===== src/rtl/wakeup_issue_queue.sv =====
// Out-of-order issue queue: holds renamed uops until both sources wake, issues the oldest ready one; stores issue in order.
// Dispatch-to-issue is one cycle minimum; disp_ready falls on full, issue_* holds stable while issue_ready is low.
module wakeup_issue_queue #(
    parameter int DEPTH     = 8,
    parameter int TAG_W     = 6,
    parameter int PAYLOAD_W = 32,
    parameter int CDB_PORTS = 2
) (
    input  logic                         clk,
    input  logic                         rst_n,
    input  logic                         flush,
    input  logic                         disp_valid,
    output logic                         disp_ready,
    input  logic [TAG_W-1:0]             disp_src1_tag,
    input  logic                         disp_src1_rdy,
    input  logic [TAG_W-1:0]             disp_src2_tag,
    input  logic                         disp_src2_rdy,
    input  logic [TAG_W-1:0]             disp_dst_tag,
    input  logic                         disp_is_store,
    input  logic [PAYLOAD_W-1:0]         disp_payload,
    input  logic [CDB_PORTS-1:0]         cdb_valid,
    input  logic [CDB_PORTS*TAG_W-1:0]   cdb_tag,
    output logic                         issue_valid,
    input  logic                         issue_ready,
    output logic [TAG_W-1:0]             issue_dst_tag,
    output logic                         issue_is_store,
    output logic [PAYLOAD_W-1:0]         issue_payload,
    output logic [$clog2(DEPTH+1)-1:0]   occupancy
);

    localparam int IDX_W = (DEPTH > 1) ? $clog2(DEPTH) : 1;
    localparam int CNT_W = $clog2(DEPTH + 1);

    typedef struct packed {
        logic [TAG_W-1:0]     src1_tag;
        logic                 src1_rdy;
        logic [TAG_W-1:0]     src2_tag;
        logic                 src2_rdy;
        logic [TAG_W-1:0]     dst_tag;
        logic                 is_store;
        logic [PAYLOAD_W-1:0] payload;
    } entry_t;

    entry_t           ent   [DEPTH];
    logic [DEPTH-1:0] vld;
    // older[i][j] set means entry i was dispatched before entry j
    logic [DEPTH-1:0] older [DEPTH];
    logic [CNT_W-1:0] occ_q;
    logic             locked;
    logic [IDX_W-1:0] lock_idx;

    logic [DEPTH-1:0] elig;
    logic             sel_any;
    logic [IDX_W-1:0] sel_idx;
    logic [IDX_W-1:0] issue_idx;
    logic [IDX_W-1:0] free_idx;
    logic             free_found;
    logic             store_blk;
    logic             beaten;
    logic             disp_fire;
    logic             issue_fire;
    entry_t           new_ent;

    function automatic logic cdb_hit(input logic [TAG_W-1:0] tag);
        logic hit;
        hit = 1'b0;
        for (int p = 0; p < CDB_PORTS; p++) begin
            if (cdb_valid[p] && (cdb_tag[p*TAG_W +: TAG_W] == tag)) begin
                hit = 1'b1;
            end
        end
        return hit;
    endfunction

    // Eligibility and oldest-first select; a store waits behind any older valid store
    always_comb begin
        elig      = '0;
        sel_any   = 1'b0;
        sel_idx   = '0;
        store_blk = 1'b0;
        beaten    = 1'b0;
        for (int i = 0; i < DEPTH; i++) begin
            store_blk = 1'b0;
            for (int j = 0; j < DEPTH; j++) begin
                if ((j != i) && vld[j] && ent[j].is_store && older[j][i]) begin
                    store_blk = 1'b1;
                end
            end
            elig[i] = vld[i] && ent[i].src1_rdy && ent[i].src2_rdy &&
                      !(ent[i].is_store && store_blk);
        end
        for (int i = 0; i < DEPTH; i++) begin
            if (elig[i]) begin
                beaten = 1'b0;
                for (int j = 0; j < DEPTH; j++) begin
                    if ((j != i) && elig[j] && older[j][i]) begin
                        beaten = 1'b1;
                    end
                end
                if (!beaten && !sel_any) begin
                    sel_any = 1'b1;
                    sel_idx = IDX_W'(i);
                end
            end
        end
    end

    always_comb begin
        free_idx   = '0;
        free_found = 1'b0;
        for (int i = 0; i < DEPTH; i++) begin
            if (!vld[i] && !free_found) begin
                free_found = 1'b1;
                free_idx   = IDX_W'(i);
            end
        end
    end

    // Sources matching a same-cycle broadcast are captured ready, so no wakeup is lost
    always_comb begin
        new_ent.src1_tag = disp_src1_tag;
        new_ent.src1_rdy = disp_src1_rdy | cdb_hit(disp_src1_tag);
        new_ent.src2_tag = disp_src2_tag;
        new_ent.src2_rdy = disp_src2_rdy | cdb_hit(disp_src2_tag);
        new_ent.dst_tag  = disp_dst_tag;
        new_ent.is_store = disp_is_store;
        new_ent.payload  = disp_payload;
    end

    assign disp_ready     = (occ_q < CNT_W'(DEPTH));
    assign occupancy      = occ_q;
    assign issue_idx      = locked ? lock_idx : sel_idx;
    assign issue_valid    = locked | sel_any;
    assign issue_dst_tag  = issue_valid ? ent[issue_idx].dst_tag  : '0;
    assign issue_is_store = issue_valid ? ent[issue_idx].is_store : 1'b0;
    assign issue_payload  = issue_valid ? ent[issue_idx].payload  : '0;
    assign disp_fire      = disp_valid && disp_ready;
    assign issue_fire     = issue_valid && issue_ready;

    always_ff @(posedge clk or negedge rst_n) begin
        if (!rst_n) begin
            vld <= '0;
            for (int i = 0; i < DEPTH; i++) begin
                ent[i]   <= '0;
                older[i] <= '0;
            end
        end else if (flush) begin
            vld <= '0;
        end else begin
            for (int i = 0; i < DEPTH; i++) begin
                if (cdb_hit(ent[i].src1_tag)) ent[i].src1_rdy <= 1'b1;
                if (cdb_hit(ent[i].src2_tag)) ent[i].src2_rdy <= 1'b1;
            end
            if (issue_fire) begin
                vld[issue_idx] <= 1'b0;
            end
            if (disp_fire) begin
                ent[free_idx]   <= new_ent;
                vld[free_idx]   <= 1'b1;
                older[free_idx] <= '0;
                for (int j = 0; j < DEPTH; j++) begin
                    older[j][free_idx] <= (j != int'(free_idx));
                end
            end
        end
    end

    always_ff @(posedge clk or negedge rst_n) begin
        if (!rst_n) begin
            occ_q <= '0;
        end else if (flush) begin
            occ_q <= '0;
        end else begin
            occ_q <= occ_q + CNT_W'(disp_fire) - CNT_W'(issue_fire);
        end
    end

    // A stalled presentation pins the chosen entry so issue_* cannot change under the consumer
    always_ff @(posedge clk or negedge rst_n) begin
        if (!rst_n) begin
            locked   <= 1'b0;
            lock_idx <= '0;
        end else if (flush || issue_fire) begin
            locked   <= 1'b0;
        end else if (issue_valid && !issue_ready) begin
            locked   <= 1'b1;
            lock_idx <= issue_idx;
        end
    end

endmodule


===== config.mk =====
export PLATFORM = sky130hd
export DESIGN_NAME = wakeup_issue_queue
export DESIGN_NICKNAME = d
export VERILOG_FILES = /design/src/rtl/wakeup_issue_queue.sv
export SDC_FILE = /design/constraint.sdc
export NUM_CORES = 1
export LEC_CHECK = 0
export CAP_MARGIN = 20
export CELL_PAD_IN_SITES_DETAIL_PLACEMENT = 1
export CELL_PAD_IN_SITES_GLOBAL_PLACEMENT = 1
export CORE_UTILIZATION = 50
export CTS_CLUSTER_DIAMETER = 100
export DETAILED_ROUTE_END_ITERATION = 10
export PLACE_DENSITY = 0.81
export SETUP_SLACK_MARGIN = 0.15
export SLEW_MARGIN = 20
export SYNTH_ARGS = -nofsm -noshare
export SYNTH_HDL_FRONTEND = slang
export SYNTH_SLANG_ARGS = --single-unit

===== constraint.sdc =====
create_clock -name clk -period 11.9 [get_ports clk]
set_input_delay 1.19 -clock clk [delete_from_list [all_inputs] [get_ports clk]]
set_output_delay 1.19 -clock clk [all_outputs]
set_load 0.02 [all_outputs]

; ---- After elaboration in Yosys (flattened, before gate mapping)
; Index checks and enable logic that the tools add are counted.
[totals]
reg_bits = 504
in_bits = 72
out_inout_bits = 45
elab_cells = 662
[op_classes]
n_addsub = 2
n_lt_le_gt_ge = 8
n_eq_ne = 43
muxes = 280
bitwise = 12
n_reduce_logical = 249
[op_table]
columns = cell, n
row1 = bitwise mux 424 bit, 1
row2 = two-way mux 418 bit, 1
row3 = two-way mux 1 bit, 234
row4 = == test 6 bit, 36
row5 = logical AND 1 bit, 208
row6 = binary-select mux 53 bit (select 3 bit), 1
row7 = demux 53 bit (select 3 bit), 1
row8 = two-way mux 39 bit, 2
row9 = AND 64 bit, 1
row10 = bitwise mux 8 bit, 8
row11 = NOT 64 bit, 1
row12 = two-way mux 3 bit, 20
row13 = two-way mux 53 bit, 1
row14 = two-way mux 8 bit, 5
row15 = logical NOT 1 bit, 36
row16 = two-way mux 32 bit, 1
row17 = demux 8 bit (select 3 bit), 1
row18 = "inequality test 3 bit, first input constant", 4
row19 = AND 8 bit, 1
row20 = ">= comparator 4 bit, second input constant", 2
row21 = "< comparator 3 x 4 -> 1 bit, second input constant", 2
row22 = NOT 3 -> 4 bit, 2
row23 = NOT 8 bit, 1
row24 = bitwise OR 8 bit, 1
row25 = 16 further kinds, 23

; ---- Depth between registers and ports, before layout
[depth]
word_depth = 63
ltp_mapped = 18
depth_no_buf = 17

; ---- Worst setup path before layout
; OpenSTA, ideal clock, no wires.
[synth_timing]
kind = register to output
from = register vld[2]
to = output port issue_payload[10]
arrival_ns = 3.685
required_ns = 10.710
slack_ns = 7.025
path_stages_with_launch = 14
path_buffers = 2
path_cell_list = dfrtp_1 and2_1 buf_6 a32o_1 o32ai_4 nand2_1 and3_1 and3_1 or4_4 o221a_2 nor2_4 buf_2 a221oi_1 nor4_1
[synth_via]
elab_chain_cells = 56
word_cells_on_any_way = 247
classes_between = 136 x mux / 2 x bitwise / 109 x reduce/logical
[synth_rtl]
columns = item, line
row1 = "start, declared", 45  ; logic [DEPTH-1:0] vld;
row2 = "start signal, assigned", 142  ; vld <= '0;
row3 = "start signal, assigned", 148  ; vld <= '0;
row4 = "start signal, assigned by index", 155  ; vld[issue_idx] <= 1'b0;
row5 = logical AND 1 bit (2 in a row), 85  ; if ((j != i) && vld[j] && ent[j].is_store && older[j][i]) begin
row6 = two-way mux 1 bit (6 in a row), 85
row7 = logical AND 1 bit, 90  ; !(ent[i].is_store && store_blk);
row8 = logical NOT 1 bit, 90
row9 = logical AND 1 bit, 89  ; elig[i] = vld[i] && ent[i].src1_rdy && ent[i].src2_rdy &&
row10 = logical AND 1 bit, 96  ; if ((j != i) && elig[j] && older[j][i]) begin
row11 = two-way mux 1 bit (7 in a row), 96
row12 = two-way mux 1 bit, 93  ; if (elig[i]) begin
row13 = [27 not listed], -
row14 = logical AND 1 bit, 100  ; if (!beaten && !sel_any) begin
row15 = two-way mux 3 bit, 100
row16 = two-way mux 3 bit, 93
row17 = two-way mux 3 bit, 132  ; assign issue_idx = locked ? lock_idx : sel_idx;
row18 = NOT 3 -> 4 bit (not written as such), 136  ; assign issue_payload = issue_valid ? ent[issue_idx].payload : '0;
row19 = binary-select mux 53 bit (select 3 bit), 136
row20 = two-way mux 39 bit (not written as such) (2 in a row), 136
row21 = two-way mux 32 bit *, 136
row22 = "end, declared", 27  ; output logic [PAYLOAD_W-1:0] issue_payload,
; Every way passes the cells marked *; elsewhere a longest branch is shown, timed or not. The select of a mux whose other input is x is not followed.

; ---- Final worst setup path
[layout_timing]
from = register vld[1]
to = output port issue_payload[31]
[layout_via]
elab_chain_cells = 55
word_cells_on_any_way = 253
classes_between = 142 x mux / 2 x bitwise / 109 x reduce/logical
[layout_rtl]
columns = item, line
row1 = logical AND 1 bit (2 in a row), 85
row2 = two-way mux 1 bit (6 in a row), 85
row3 = two-way mux 1 bit / logical AND 1 bit (equally long branches), "85, 90"
row4 = logical AND 1 bit / logical NOT 1 bit (equally long branches), 90
row5 = logical NOT 1 bit / logical AND 1 bit (equally long branches), "90, 89"
row6 = logical AND 1 bit (on tied branches), "89, 96"
row7 = logical AND 1 bit / two-way mux 1 bit (equally long branches), 96
row8 = two-way mux 1 bit (5 in a row), 96
row9 = [28 not listed], -
row10 = logical AND 1 bit, 100
row11 = two-way mux 3 bit, 100
row12 = two-way mux 3 bit, 93
row13 = two-way mux 3 bit, 132
row14 = NOT 3 -> 4 bit (not written as such), 136
row15 = binary-select mux 53 bit (select 3 bit), 136
row16 = two-way mux 39 bit (not written as such) (2 in a row), 136
row17 = two-way mux 32 bit *, 136
; Marked as above.

==> flow_metrics.py <==
metrics = {
    "synth": {
        "synth_cell_types": 61,
        "synth_edf_count": 0,
        "ys_seq_area_share_pct": 50.1,
        "synthFlopType": "dfrtp_1",
        "syn-cell-area_mm2": 0.0248,
        "synthCells": 2389,
        "synth_seq_cells": 496,
        "avgSynthCellArea_um2": 10.4,
        "synth_nets": 2466,
        "async_flop_share_pct": 100,
        "yosysWarnings": 0,
    },
    "timing": {
        "maxSlewViolCount": 0,
        "post-route-period-util_pct": 67.5,
        "fin_crit_ns": 8.03,
        "rsz0062_at_grt": "no",
        "setup_viol": 0,
        "fin_tns_setup_ns": 0,
        "max_freq_mhz": 125,
        "finalHoldViolCount": 0,
        "clock_skew_ns": 0.0508,
        "relSlewSlack_pct": 23.2,
        "worstMarginPinSlew_ns": 1.15,
    },
    "clocking": {
        "htree_levels": 2,
        "clk_pin_slew_ns": 0.06,
        "clockBufferDepth": 3,
        "holdBufCountCts": 0,
        "clockRootBuffer": "clkbuf_16",
        "cts-resized-gates": 0,
        "cts_buffers": 54,
        "cts.sinks": 496,
        "post-cts-setup-buffers": 0,
        "tritoncts": "done",
        "insertion_delay_ns": 0.65,
    },
    "cells_and_area": {
        "final_cell_mix": "496 x dfrtp_1, 490 x nand2_1, 269 x mux2_2, 129 x and3_1, 117 x a211oi_1",
        "drive_above_1_share_pct": 17.9,
        "final_common_cell": "dfrtp_1",
        "fin_util_pct": 58.1,
        "area_delta_synth_final_pct": 14.8,
        "nNetsFinal": 2493,
    },
    "setup_path": {
        "r2r-end": "occupancy[2]$_DFF_PN0_",
        "critical_path.startpoint": "vld[1]$_DFF_PN0_",
        "worstSetupPathType": "flip-flop to primary output",
        "critPathBufInv": 2,
        "endpoint_kind": "primary output",
        "cp_max_fo": 74,
        "r2r_cells": 16,
        "r2r_slack_ns": 6.59,
        "cp.depth": 12,
        "cpMostUsedCell": "nand3_1",
        "critPathSlowestCell": "nor4_1",
        "crit_family": "simple AND/OR/NAND/NOR gates",
        "r2r_start": "vld[4]$_DFF_PN0_",
        "max_stage_delay_ns": 0.84,
        "cp.required_ns": 10.71,
        "worstPathCellList": "nand3_1 > a21o_1 > o32ai_4 > nand3_1 > a2111oi_1 > or4_4 > o221ai_4 > nand2_4 > buf_4 > a211oi_1 > nor4_1 > clkdlybuf4s50_1",
        "start_kind": "flip-flop",
        "arrival_ns": 6.84,
    },
    "floorplan": {
        "die_h_um": 225,
        "dieArea_mm2": 0.0504,
        "ioPinCount": 117,
        "rows": 81,
        "start_util_pct": 50.6,
        "die_w_um": 225,
        "core_mm2": 0.0490,
    },
    "detailed_routing": {
        "detail_route.wl_per_cell_um": 26.2,
        "wl_met3_um": 4720,
        "drtPass1Iterations": 5,
        "met2WireLength_um": 39700,
        "top_layer": "met4",
        "drc_errors": 0,
        "routed_via_density": 6.29,
        "drt_iter0_drc": 1351,
        "num_vias": 19700,
        "drt-total-wl_um": 82000,
        "wl_met1_um": 34600,
        "drtAntennaViolNets": 0,
    },
    "grt": {
        "overflow": 0,
        "grt_max_degree": 121,
        "track_usage_pct": 33.3,
        "grt_pass1_wl_um": 129000,
        "grt_pass1_vias": 21700,
        "antenna_found_initial": 1,
    },
    "worst_hold_path": {
        "hold_start": "ent[226]$_DFFE_PN0P_",
        "min_path_cells": 2,
        "holdPathEnd": "ent[226]$_DFFE_PN0P_",
        "hp-class": "flip-flop to flip-flop",
    },
    "pwr": {
        "powerDensity_mw_per_mm2": 188,
        "peakVddDrop_mv": 0.145,
        "p_leak_uw": 0.0135,
    },
    "placement": {
        "io_buffers": 116,
        "place_congestion": 0.962,
        "hpwlAfterDp_um": 47700,
    },
    "flow_run": {
        "drv_cap": 0,
    },
    "run_status": {
        "status": "finished, final reports clean",
    },
}
==> cells in the mapped netlist, types with 8 or more instances <==
library cell,instances,area [µm²]
buf_2,29,145
mux2_2,269,3030
nor3_1,15,75.1
xnor2_1,110,963
a211oi_1,117,878
a21o_1,16,120
nand3_1,42,210
and3_1,130,813
inv_1,21,78.8
xor2_1,109,955
buf_1,21,78.8
clkbuf_1,128,480
nor2_1,70,263
a22oi_1,9,67.6
o21ai_0,10,50.1
nor4_1,78,488
nand2_1,491,1840
dfrtp_1,496,12400
a21oi_1,34,170
a221oi_1,38,333
a31oi_1,8,50.1
nand4_1,47,294
==> report_power, final <==
group | switching, µW | internal, µW | total [µW]
sequential | 225 | 1940 | 2170
combinational | 745 | 565 | 1310
clock | 729 | 1140 | 1870
==> per-layer routing <==
layer / GRT usage, % / vias to the layer above
li1: - / 8450
met1: 43.3 / 10400
met2: 55.3 / 667
met3: 5.43 / 206
met4: 13.7 / 0
met5: 0 / -
==> final cells by class <==
type,instances,area [µm²]
fill,5185,20500
antenna,1,2.50
clock buffer,78,1570
multi-input combinational,1685,11600
tap,664,831
clock inverter,24,434
sequential,496,12400
timing repair buffer,158,1490
inverter,21,78.8
==> worst max path at each step <==
stage | end | slack, ns
6_report | issue_payload[31] | 3.87
3_5_place_dp | issue_payload[31] | 4.69
4_1_cts | issue_payload[31] | 4.05
2_1_floorplan | issue_payload[10] | 7.03
3_3_place_gp | issue_payload[31] | 4.90
5_1_grt | issue_payload[31] | 3.65
==> sequential cells by signal (all words and copies together), names as in the netlist <==
register,cells
ent,424
older,56
vld,8
occupancy,4
lock_idx,3
locked,1
==> worst min-delay path: cells and delay by family (launching register included) <==
kind | cells | cell delay, ns
AND/OR/NAND/NOR | 2 | 0.10
flip-flops | 1 | 0.33
==> per-stage QoR <==
stage | setup WS [ns] | instance area [µm²] | power, µW | cells | hold slack, ns
after floorplan | 7.03 | 24800 | 2950 | 2389 | 0.437
after global placement | 4.90 | 26400 | 3410 | 3023 | 0.449
after detailed placement | 4.69 | 26400 | 3480 | 3024 | 0.455
after CTS | 4.05 | 28400 | 5360 | 3126 | 0.470
after global routing | 3.65 | 28400 | 5550 | 3126 | 0.495
final | 3.87 | 28400 | 5350 | 3127 | 0.464
==> logic make-up after synthesis <==
kind of cell	Yosys count	share of synthesized area (%)
multiplexers	269	12.2
XOR/XNOR	219	7.74
flip-flops	496	50.1
AND/OR/NAND/NOR	900	16.9
buffers and inverters	208	3.50
AO/OA/AOI/OAI	292	9.23
adder cells (fa/ha/maj)	5	0.283
Power figures use the tool's default switching activity.
